**config.mk**
```make
export PLATFORM = sky130hd
export DESIGN_NAME = uart_rx_engine
export DESIGN_NICKNAME = d
export VERILOG_FILES = /design/src/rtl/uart_rx_engine.sv
export SDC_FILE = /design/constraint.sdc
export NUM_CORES = 1
export LEC_CHECK = 0
export BUFFER_PORTS_ARGS = -buffer_cell sky130_fd_sc_hd__buf_2
export CAP_MARGIN = 10
export CORE_ASPECT_RATIO = 1.4
export CORE_MARGIN = 2
export CORE_UTILIZATION = 55
export DETAILED_ROUTE_END_ITERATION = 7
export PLACE_DENSITY = 0.72
export SLEW_MARGIN = 25
export SYNTH_ARGS = -nofsm -noshare
export SYNTH_HDL_FRONTEND = slang
export SYNTH_SLANG_ARGS = --single-unit
```
**constraint.sdc**
```tcl
create_clock -name clk -period 3.3 [get_ports clk]
set_input_delay 0.99 -clock clk [delete_from_list [all_inputs] [get_ports clk]]
set_output_delay 0.99 -clock clk [all_outputs]
set_load 0.05 [all_outputs]
```
**src/rtl/uart_rx_engine.sv**
```systemverilog
`timescale 1ns/1ps
// ---------------------------------------------------------------------------
// uart_rx_engine
//
// Receives 8N1 UART frames on rx and turns them into bytes. Each received
// byte is held until the controller acknowledges it with read_uart. The
// engine rejects false starts and detects framing errors and overruns.
//
// Parameters
//   CLKS_PER_BIT  clk cycles per bit time (must be >= 4)
//
// Ports
//   clk           single clock; all state changes on the rising edge
//   rst_n         asynchronous active-low reset
//   rx            raw serial input; idle high; asynchronous to clk
//   read_uart     level acknowledge; clears rx_available, frame_error and
//                 overrun while it is high
//   data_out      last byte received with a good stop bit
//   rx_available  a byte is waiting in data_out
//   frame_error   sticky: a stop bit was sampled low
//   overrun       sticky: a good byte arrived while rx_available was set,
//                 and that byte was dropped
// ---------------------------------------------------------------------------
module uart_rx_engine #(
  parameter int CLKS_PER_BIT = 217
) (
  input  logic       clk,
  input  logic       rst_n,
  input  logic       rx,
  input  logic       read_uart,
  output logic [7:0] data_out,
  output logic       rx_available,
  output logic       frame_error,
  output logic       overrun
);

  localparam int CNT_W = $clog2(CLKS_PER_BIT);

  // The counter expires when it reaches zero, so each load value is one less
  // than the number of cycles to wait.
  localparam logic [CNT_W-1:0] HALF_LOAD = CNT_W'(CLKS_PER_BIT / 2 - 1);
  localparam logic [CNT_W-1:0] BIT_LOAD  = CNT_W'(CLKS_PER_BIT - 1);

  typedef enum logic [1:0] {
    IDLE,
    START,
    DATA,
    STOP
  } state_t;

  state_t           state;
  logic [CNT_W-1:0] cnt;
  logic [2:0]       bit_idx;
  logic [7:0]       shift;

  // Two-flop synchroniser (rx_p0 -> rx_s), plus rx_d for edge detection.
  logic rx_p0;
  logic rx_s;
  logic rx_d;

  always_ff @(posedge clk or negedge rst_n) begin
    if (!rst_n) begin
      rx_p0        <= 1'b1;
      rx_s         <= 1'b1;
      rx_d         <= 1'b1;
      state        <= IDLE;
      cnt          <= '0;
      bit_idx      <= '0;
      shift        <= '0;
      data_out     <= '0;
      rx_available <= 1'b0;
      frame_error  <= 1'b0;
      overrun      <= 1'b0;
    end else begin
      rx_p0 <= rx;
      rx_s  <= rx_p0;
      rx_d  <= rx_s;

      // The acknowledge clear comes first, so that a set from the FSM below
      // on the same edge overrides it.
      if (read_uart) begin
        rx_available <= 1'b0;
        frame_error  <= 1'b0;
        overrun      <= 1'b0;
      end

      case (state)
        IDLE: begin
          // A real 1->0 edge is required. A line held low after a break
          // does not retrigger the receiver.
          if (rx_d && !rx_s) begin
            cnt   <= HALF_LOAD;
            state <= START;
          end
        end

        START: begin
          if (cnt == '0) begin
            if (rx_s) begin
              // The line is high again at mid start bit: a glitch.
              state <= IDLE;
            end else begin
              cnt     <= BIT_LOAD;
              bit_idx <= '0;
              state   <= DATA;
            end
          end else begin
            cnt <= cnt - 1'b1;
          end
        end

        DATA: begin
          if (cnt == '0) begin
            // The frame is LSB first: shift right and insert at the MSB.
            shift <= {rx_s, shift[7:1]};
            cnt   <= BIT_LOAD;
            if (bit_idx == 3'd7) begin
              state <= STOP;
            end else begin
              bit_idx <= bit_idx + 1'b1;
            end
          end else begin
            cnt <= cnt - 1'b1;
          end
        end

        STOP: begin
          if (cnt == '0) begin
            if (rx_s) begin
              if (!rx_available || read_uart) begin
                data_out     <= shift;
                rx_available <= 1'b1;
              end else begin
                overrun <= 1'b1;
              end
            end else begin
              frame_error <= 1'b1;
            end
            // The FSM returns to IDLE at mid stop bit. This lets a
            // back-to-back start edge be caught with no gap.
            state <= IDLE;
          end else begin
            cnt <= cnt - 1'b1;
          end
        end

        default: state <= IDLE;
      endcase
    end
  end

endmodule

```
; ---- After elaboration in Yosys (flattened, before gate mapping)
; Cells that the tools add are included.
[totals]
word_cells = 70
in_bits = 4
out_inout_bits = 11
register_bits = 35
[op_classes]
addsub = 2
n_mux = 32
n_reduce_logical = 12
n_eq_ne = 13
[ops]
columns = op, n
row1 = $mux 8, 5
row2 = $pmux 8 s4, 1
row3 = $ne 2x2->1 const B, 8
row4 = $mux 1, 14
row5 = $mux 2, 6
row6 = $mux 3, 4
row7 = $reduce_and 5->1, 2
row8 = $logic_not 8->1, 1
row9 = $pmux 2 s4, 1
row10 = $sub 8x1->8 const B, 1
row11 = $pmux 3 s2, 1
row12 = $eq 2x2->1 const B, 2
row13 = $reduce_and 4->1, 1
row14 = $add 3x1->3 const B, 1
row15 = $eq 3x3->1 const B, 1
row16 = $ne 3x3->1 const B, 1
row17 = $reduce_and 3->1, 1
row18 = $eq 2x1->1 const B, 1
row19 = $logic_not 1->1, 2
row20 = $logic_not 2->1, 1
row21 = $reduce_and 2->1, 1
row22 = $reduce_bool 2->1, 1
row23 = $logic_and 1x1->1, 1
row24 = $logic_or 1x1->1, 1

; ---- Depth between registers and ports, before layout
; Gate-level depths: netlist of the first run.
[depth]
depth_word = 6
depth_mapped = 7

; ---- Worst setup path before layout of the first run
; OpenSTA, ideal clock, no wires.
[synth_path]
path_type = reg-to-reg
start = register cnt[0]
end = register cnt[4]
setup_time_ns = 0.122
path_slack_ns = 1.310
t_arrival_ns = 1.868
path_buffers = 1
stages_incl_launch_ff = 7
period_less_slack_ns = 1.990
cell_sequence = dfrtp_1 inv_1 ha_1 or3b_2 o32a_1 buf_6 a32o_1
[synth_via]
elab_chain_cells = 3
word_cells_on_any_way = 9
[synth_rtl]
columns = element, line_no
row1 = from (decl), 52  ; logic [CNT_W-1:0] cnt;
row2 = from (signal assigned), 108  ; cnt <= cnt - 1'b1;
row3 = from (signal assigned), 123  ; cnt <= cnt - 1'b1;
row4 = from (signal assigned), 143  ; cnt <= cnt - 1'b1;
row5 = $sub 8x1->8 or $logic_not 8->1 (tied branches), -
row6 = $mux 8 (tied with other cells), 128  ; if (cnt == '0) begin
row7 = $pmux 8 s4 or $reduce_and 3->1 (tied branches), -
; Parallel ways exist; a longest one is shown, timed or not. The select of a mux whose other input is x is not followed.
; A chain may end at the register's enable or synchronous reset.

; ---- Final worst setup path of the first run
[layout_path]
start = register cnt[0]
end = register data_out[5]
[layout_via]
elab_chain_cells = 2
[layout_rtl]
columns = element, line_no
row1 = $logic_not 8->1, 128
row2 = $reduce_and 4->1 (no source line), -
row3 = to (signal assigned), 131  ; data_out <= shift;
row4 = to (decl), 31  ; output logic [7:0] data_out,
; No other way between the ends.

==> qor.yml, run 1 <==
critical_path:
  cp-end-kind: "flip-flop"
  rr_endpoint: "data_out[5]"
  setup.worst_path.start_class: "flip-flop"
  crit_fanout: 8
  crit_type: "reg -> reg"
  r2r_setup_slack_ns: 1.03
  crit_start: "cnt[0]"
  cp_slowest_cell: "nor3_4"
  timing.rr.start: "cnt[0]"
  crit_chain: "inv_1 -> ha_1 -> nor3b_2 -> nand2_2 -> nor3_4 -> mux2_2"
  cp.required_ns: 3.47
  crit_path_max_incr_delay_ns: 0.44
  crit_arrival_ns: 2.44
  r2r_cells: 6
grt:
  grt_start_max_net_pins: 36
  antenna_found_initial: 0
  grt_pass1_vias: 1211
  grt_pass1_wl_um: 5710
  grtUsageTotal_pct: 21.2
  overflow: 0
placement:
  portBuffers: 14
  gp_congestion: 0.876
  place_area_um2: 1820
  place_hpwl_um: 2350
cells_and_area:
  fillers: 266
  n_antenna_cell: 0
  seq_area_um2: 880
  nets: 181
  syn_to_final_growth_pct: 10.2
  final_area_um2: 1910
  multiInputGateArea_um2: 793
  drive_above_1_share_pct: 26.5
timing:
  max_slew_margin_pct: 50.6
  finalHoldViolCount: 0
  fin_worst_skew_ns: 0.00361
  layout_min_cycle_time_ns: 2.27
  tightest_slew_ns: 0.742
  fmax_mhz: 440
  grt_setup_unrepaired: "false"
  setup_violations: 0
  timing.final.crit_share_pct: 68.9
  finalSetupTns_ns: 0
  finalMaxSlewViolations: 0
synthesis:
  syn_nets: 165
  synth_area_um2: 1730
  async_flop_share_pct: 100
  yosys.area.top_type_share_pct: 46.3
  synth.area.top_cells: "dfrtp_1 (46%), mux2_2 (9.8%), ha_1 (5.8%)"
  synth_seq_cells: 35
  synth_common_cells: "dfrtp_1 (32), mux2_2 (15), nor2_1 (13)"
  synth_edf_count: 0
  synthCells: 153
  ys_seq_area_share_pct: 50.8
  yosysMostFrequentCell: "dfrtp_1"
  ys_types: 41
  synth_largest_area_cell: "dfrtp_1"
  synth_flop_cell: "dfrtp_1"
  postSynthAreaPerCell_um2: 11.3
  yosys_warnings: 0
min_path:
  hold_depth: 0
  hp-class: "reg -> reg"
  whs_endpoint: "rx_s"
  hold_path.startpoint: "rx_p0"
clock_tree:
  cts_tree: "yes"
  clk_pin_slew_ns: 0.07
  cts.sinks: 35
  clock_latency_ns: 0.28
  cts_hold_buf: 0
  numCtsBuffers: 5
  post_cts.repair.setup_buffers: 0
  cts_repair_resize_count: 0
  cts-root-buf: "clkbuf_8"
  clock_path_buffers: 2
  htree_levels: 2
route:
  drt-initial-drc-count: 15
  drt_wl_total_um: 3220
  drt_pass1_iterations: 4
  wl_per_cell_um: 15.4
  routed_via_density: 5.97
  drc: 0
  vias: 1247
  postRouteAntennaNets: 0
floorplanning:
  die-width_um: 51.4
  core_um2: 3060
  io_pins: 15
  dieArea_um2: 3620
  fp-row-count: 24
  start_util_pct: 56.5
  die_y_um: 70.4
power:
  power_leakage_nw: 0.911
  power.density_nw_per_um2: 751
  peakVddDrop_mv: 0.472
flow_run:
  maxCapViolCount: 0
outcome:
  status: "completed"
-- critical path: cells and delay by family, from the launching register on --
family                   cells  cell delay (ns)
flip-flops                   1             0.41
buffers and inverters        1             0.11
adder cells (fa/ha/maj)      1             0.21
multiplexers                 1             0.39
AND/OR/NAND/NOR              3             1.04
-- final cells by class --
| type | count | area share (%) |
|---|---|---|
| multi-input cells | 105 | 41.6 |
| clock inverters | 2 | 0.656 |
| inverters | 8 | 1.57 |
| clock buffers | 6 | 3.81 |
| well taps | 39 | 2.56 |
| flip-flops and latches | 35 | 46.1 |
| repair buffers | 14 | 3.67 |
-- worst max-delay path by stage --
| stage | end | slack, ns |
|---|---|---|
| 2_1_floorplan | cnt[4] | 1.31 |
| 3_3_place_gp | data_out[3] | 1.16 |
| 3_5_place_dp | data_out[3] | 1.04 |
| 4_1_cts | data_out[5] | 1.03 |
| 5_1_grt | data_out[3] | 0.88 |
| 6_report | data_out[5] | 1.03 |
-- layer usage --
layer	part of all wire (%)	GRT usage, %	up-vias
met5	0	0	-
met4	2.1	8.77	0
met3	3.6	5.13	6
met2	52	33.2	26
met1	42	27.9	617
li1	-	-	598
-- cell families after synthesis --
group                    after synthesis  share of synthesized area, %
AO/OA/AOI/OAI                         36                          14.1
buffers and inverters                 13                          3.33
flip-flops                            35                          50.8
adder cells (fa/ha/maj)                8                          5.78
multiplexers                          18                          11.6
AND/OR/NAND/NOR                       43                          14.4
-- flip-flops by register name, summed over array words and instances, names as in the netlist, named ones only --
register	count
data_out	8
cnt	8
rx_d	1
frame_error	1
bit_idx	3
shift	8
overrun	1
rx_s	1
rx_available	1
state	1
rx_p0	1
-- cell usage in the layout (no fill, tap or decap), types with 3 or more instances in the layout --
cell / n
dfrtp_1: 32
mux2_2: 15
buf_2: 14
nor2_1: 13
a21oi_1: 10
inv_1: 8
o21ai_0: 8
ha_1: 8
nand2_1: 5
nand3_1: 5
clkbuf_8: 5
a32o_1: 4
nor3_1: 4
nand2b_1: 3
a31oi_1: 3
dfstp_2: 3
-- where the power goes --
group	switching [W]	internal, W
combinational	0.000343	0.000216
sequential	0.0000802	0.000495
clock	0.000151	0.000147
-- stage by stage --
| stage | hold WS (ns) | util [%] | power (W) | worst slack (ns) | std cells |
|---|---|---|---|---|---|
| after floorplan | 0.345 | - | 0.00102 | 1.31 | 153 |
| after global placement | 0.348 | 59.5 | 0.00112 | 1.16 | 201 |
| after detailed placement | 0.350 | 59.5 | 0.00114 | 1.04 | 201 |
| after CTS | 0.360 | 62.3 | 0.00144 | 1.03 | 209 |
| after global routing | 0.362 | 62.3 | 0.00155 | 0.880 | 209 |
| final | 0.357 | 62.3 | 0.00143 | 1.03 | 209 |
No activity file was read; power rests on OpenSTA's default activity.
==> run 2, diff against run 1 <==
--- a/config.mk
+++ b/config.mk
@@ -5,13 +5,14 @@
 export SDC_FILE = /design/constraint.sdc
 export NUM_CORES = 1
 export LEC_CHECK = 0
+export ABC_AREA = 1
 export BUFFER_PORTS_ARGS = -buffer_cell sky130_fd_sc_hd__buf_2
 export CAP_MARGIN = 10
 export CORE_ASPECT_RATIO = 1.4
 export CORE_MARGIN = 2
-export CORE_UTILIZATION = 55
+export CORE_UTILIZATION = 53
 export DETAILED_ROUTE_END_ITERATION = 7
-export PLACE_DENSITY = 0.72
+export PLACE_DENSITY = 0.73
 export SLEW_MARGIN = 25
 export SYNTH_ARGS = -nofsm -noshare
 export SYNTH_HDL_FRONTEND = slang
==> constraint.sdc (replaced) <==
create_clock -name clk -period 2.05 [get_ports clk]
set_input_delay 0.615 -clock clk [delete_from_list [all_inputs] [get_ports clk]]
set_output_delay 0.615 -clock clk [all_outputs]
set_load 0.05 [all_outputs]
==> qor.yml, run 2 <==
outcome:
  status: "completed"
synthesis:
  yosys-mux-area-fraction_pct: 0  # -12 points
  synth_area_um2: 1830  # +5.6%
  synth_seq_cells: 35  # unchanged
  async_flop_share_pct: 100  # unchanged
  ys_seq_area_share_pct: 48.1  # -2.7 points
  synth_xor_xnor_area_share_pct: 0.479  # +0.48 points
  synth_top_family_by_area: "simple AND/OR/NAND/NOR gates"
  synth_common_cells: "nand2_1 (65), dfrtp_1 (32), nor2_1 (27)"
  yosys.area.top_type_share_pct: 43.8  # -2.5 points
  synth_largest_area_cell: "dfrtp_1"
  postSynthAreaPerCell_um2: 8.42  # -26%
  yosys.area_share.adder_pct: 5.48  # -0.31 points
  ys_types: 27  # -34%
  synth_compound_area_share_pct: 7.12  # -7.0 points
  yosysMostFrequentCell: "nand2_1"
  syn_nets: 229  # +39%
  synthCells: 217  # +42%
  synthSimpleGateAreaFrac_pct: 32.0  # +18 points
  synth.area.top_cells: "dfrtp_1 (44%), nand2_1 (13%), nor2_1 (5.5%)"
  synth_flop_cell: "dfrtp_1"
  yosys_warnings: 0  # unchanged
  synth_edf_count: 0  # unchanged
floorplanning:
  io_pins: 15  # unchanged
  die-width_um: 53.6  # +4.3%
  start_util_pct: 54.6  # -1.9 points
  core_um2: 3350  # +9.3%
  die_y_um: 73.5  # +4.4%
  dieArea_um2: 3940  # +9.0%
  fp-row-count: 25  # +4.2%
clock_tree:
  cts.sinks: 35  # unchanged
  clock_path_buffers: 2  # unchanged
  clock_latency_ns: 0.29  # about the same
  cts_hold_buf: 0  # unchanged
  numCtsBuffers: 5  # unchanged
  htree_levels: 2  # unchanged
  cts_tree: "yes"
  cts_repair_resize_count: 0  # unchanged
  post_cts.repair.setup_buffers: 0  # unchanged
  cts-root-buf: "clkbuf_8"
  clk_pin_slew_ns: 0.08  # about the same
grt:
  overflow: 0  # unchanged
  grt_pass1_wl_um: 5940  # +4.0%
  grt_start_max_net_pins: 36  # unchanged
  grtUsageTotal_pct: 21.4  # +0.21 points
  grt_pass1_vias: 1374  # +13%
  antenna_found_initial: 0  # unchanged
timing:
  finalHoldViolCount: 0  # unchanged
  layout_min_cycle_time_ns: 1.73  # -0.539 ns
  setup_violations: 0  # unchanged
  timing.final.crit_share_pct: 84.6  # +16 points
  finalMaxSlewViolations: 0  # unchanged
  grt_setup_unrepaired: "false"
  tightest_slew_ns: 0.437  # -0.305 ns
  fin_worst_skew_ns: 0.0115  # +0.00793 ns
  fmax_mhz: 577  # +31%
  max_slew_margin_pct: 70.9  # +20 points
  finalSetupTns_ns: 0  # unchanged
critical_path:
  crit_arrival_ns: 1.91  # -0.53 ns
  cp.required_ns: 2.23  # -1.24 ns
  crit_fanout: 14  # +6
  crit_type: "reg -> reg"
  setup.worst_path.start_class: "flip-flop"
  cp-end-kind: "flip-flop"
cells_and_area:
  largest_registers: "cnt: 8 flops, data_out: 8 flops, shift: 8 flops"
  final_area_um2: 2050  # +7.3%
  final_cell_mix: "nand2_1 (65), dfrtp_1 (32), nor2_1 (27)"
  n_antenna_cell: 0  # unchanged
  syn_to_final_growth_pct: 11.9
  drive_above_1_share_pct: 21.0  # -5.5 points
  layout_commonest_cell: "nand2_1"
  fillers: 329  # +24%
  nets: 249  # +38%
min_path:
  hp-class: "in -> async"
placement:
  portBuffers: 14  # unchanged
  place_hpwl_um: 2690  # +15%
  gp_congestion: 0.944  # +7.7%
  place_area_um2: 1930  # +6.1%
power:
  power_leakage_nw: 1.09  # +20%
  power.density_nw_per_um2: 1120  # +49%
  peakVddDrop_mv: 0.704  # +49%
flow_run:
  maxCapViolCount: 0  # unchanged
route:
  postRouteAntennaNets: 0  # unchanged
  vias: 1396  # +12%
  drt-initial-drc-count: 32  # +17
  routed_via_density: 5.02  # -16%
  drt_wl_total_um: 3530  # +9.8%
  drc: 0  # unchanged
  drt_pass1_iterations: 4  # unchanged
  wl_per_cell_um: 12.7  # -17%
-- run 2: path summary, 6_finish.rpt --
path	slack, ns	cells past startpoint	start	end
setup / recovery	0.32	7	cnt[0]	data_out[2]
hold / removal	0.34	2	rst_n	shift[0]
setup reg to reg	0.32	7	cnt[0]	data_out[2]
hold reg to reg	0.36	0	rx_p0	rx_s
max in group asynchronous	1.36	2	rst_n	rx_p0
min in group clk	0.36	0	rx_p0	rx_s
-- run 2: per-stage QoR --
step / instances / worst slack (ns) / hold slack [ns] / power [W] / util, %
2_1_floorplan: 217 / 0.507 / 0.319 / 0.00150 / -
3_3_place_gp: 270 / 0.314 / 0.346 / 0.00168 / 57.8
3_5_place_dp: 270 / 0.298 / 0.350 / 0.00169 / 57.8
4_1_cts: 278 / 0.278 / 0.356 / 0.00232 / 61.1
5_1_grt: 278 / 0.134 / 0.365 / 0.00249 / 61.1
6_report: 278 / 0.316 / 0.344 / 0.00230 / 61.1
-- run 2: cells by family (layout without fill, tap and decap cells) --
group / after synthesis / in the layout
flip-flops: 35 / 35
adder cells (fa/ha/maj): 8 / 8
XOR/XNOR: 1 / 1
AO/OA/AOI/OAI: 22 / 22
AND/OR/NAND/NOR: 122 / 122
buffers and inverters: 29 / 50
-- run 2: final cells by class --
cell class,count,area (um2),share of cell area (%)
Clock buffer,5,68.8,3.36
Clock inverter,3,43.8,2.14
Inverter,27,101,4.95
Multi-Input combinational cell,153,825,40.3
Sequential cell,35,880,43.0
Tap cell,40,50.0,2.45
Timing Repair Buffer,15,77.6,3.79
-- run 2: worst max-delay path: stages, from the launching register on --
cell	delay [ns]
dfrtp_1	0.42
inv_1	0.11
ha_1	0.27
nand3_4	0.16
nor2_8	0.21
nand4_4	0.25
nand2_1	0.15
o21ai_2	0.06
-- run 2: metal layers --
| metal | track usage, % | share of wire, % |
|---|---|---|
| met5 | 0 | 0 |
| met4 | 12.8 | 3.3 |
| met3 | 5.69 | 2.8 |
| met2 | 38.5 | 54 |
| met1 | 21.0 | 40 |
-- run 2: power by group --
part	total [W]	leakage [nW]	internal, W	switching (W)
sequential	0.000877	0.460	0.000780	0.0000975
combinational	0.000797	0.572	0.000253	0.000543
clock	0.000623	0.0581	0.000362	0.000261
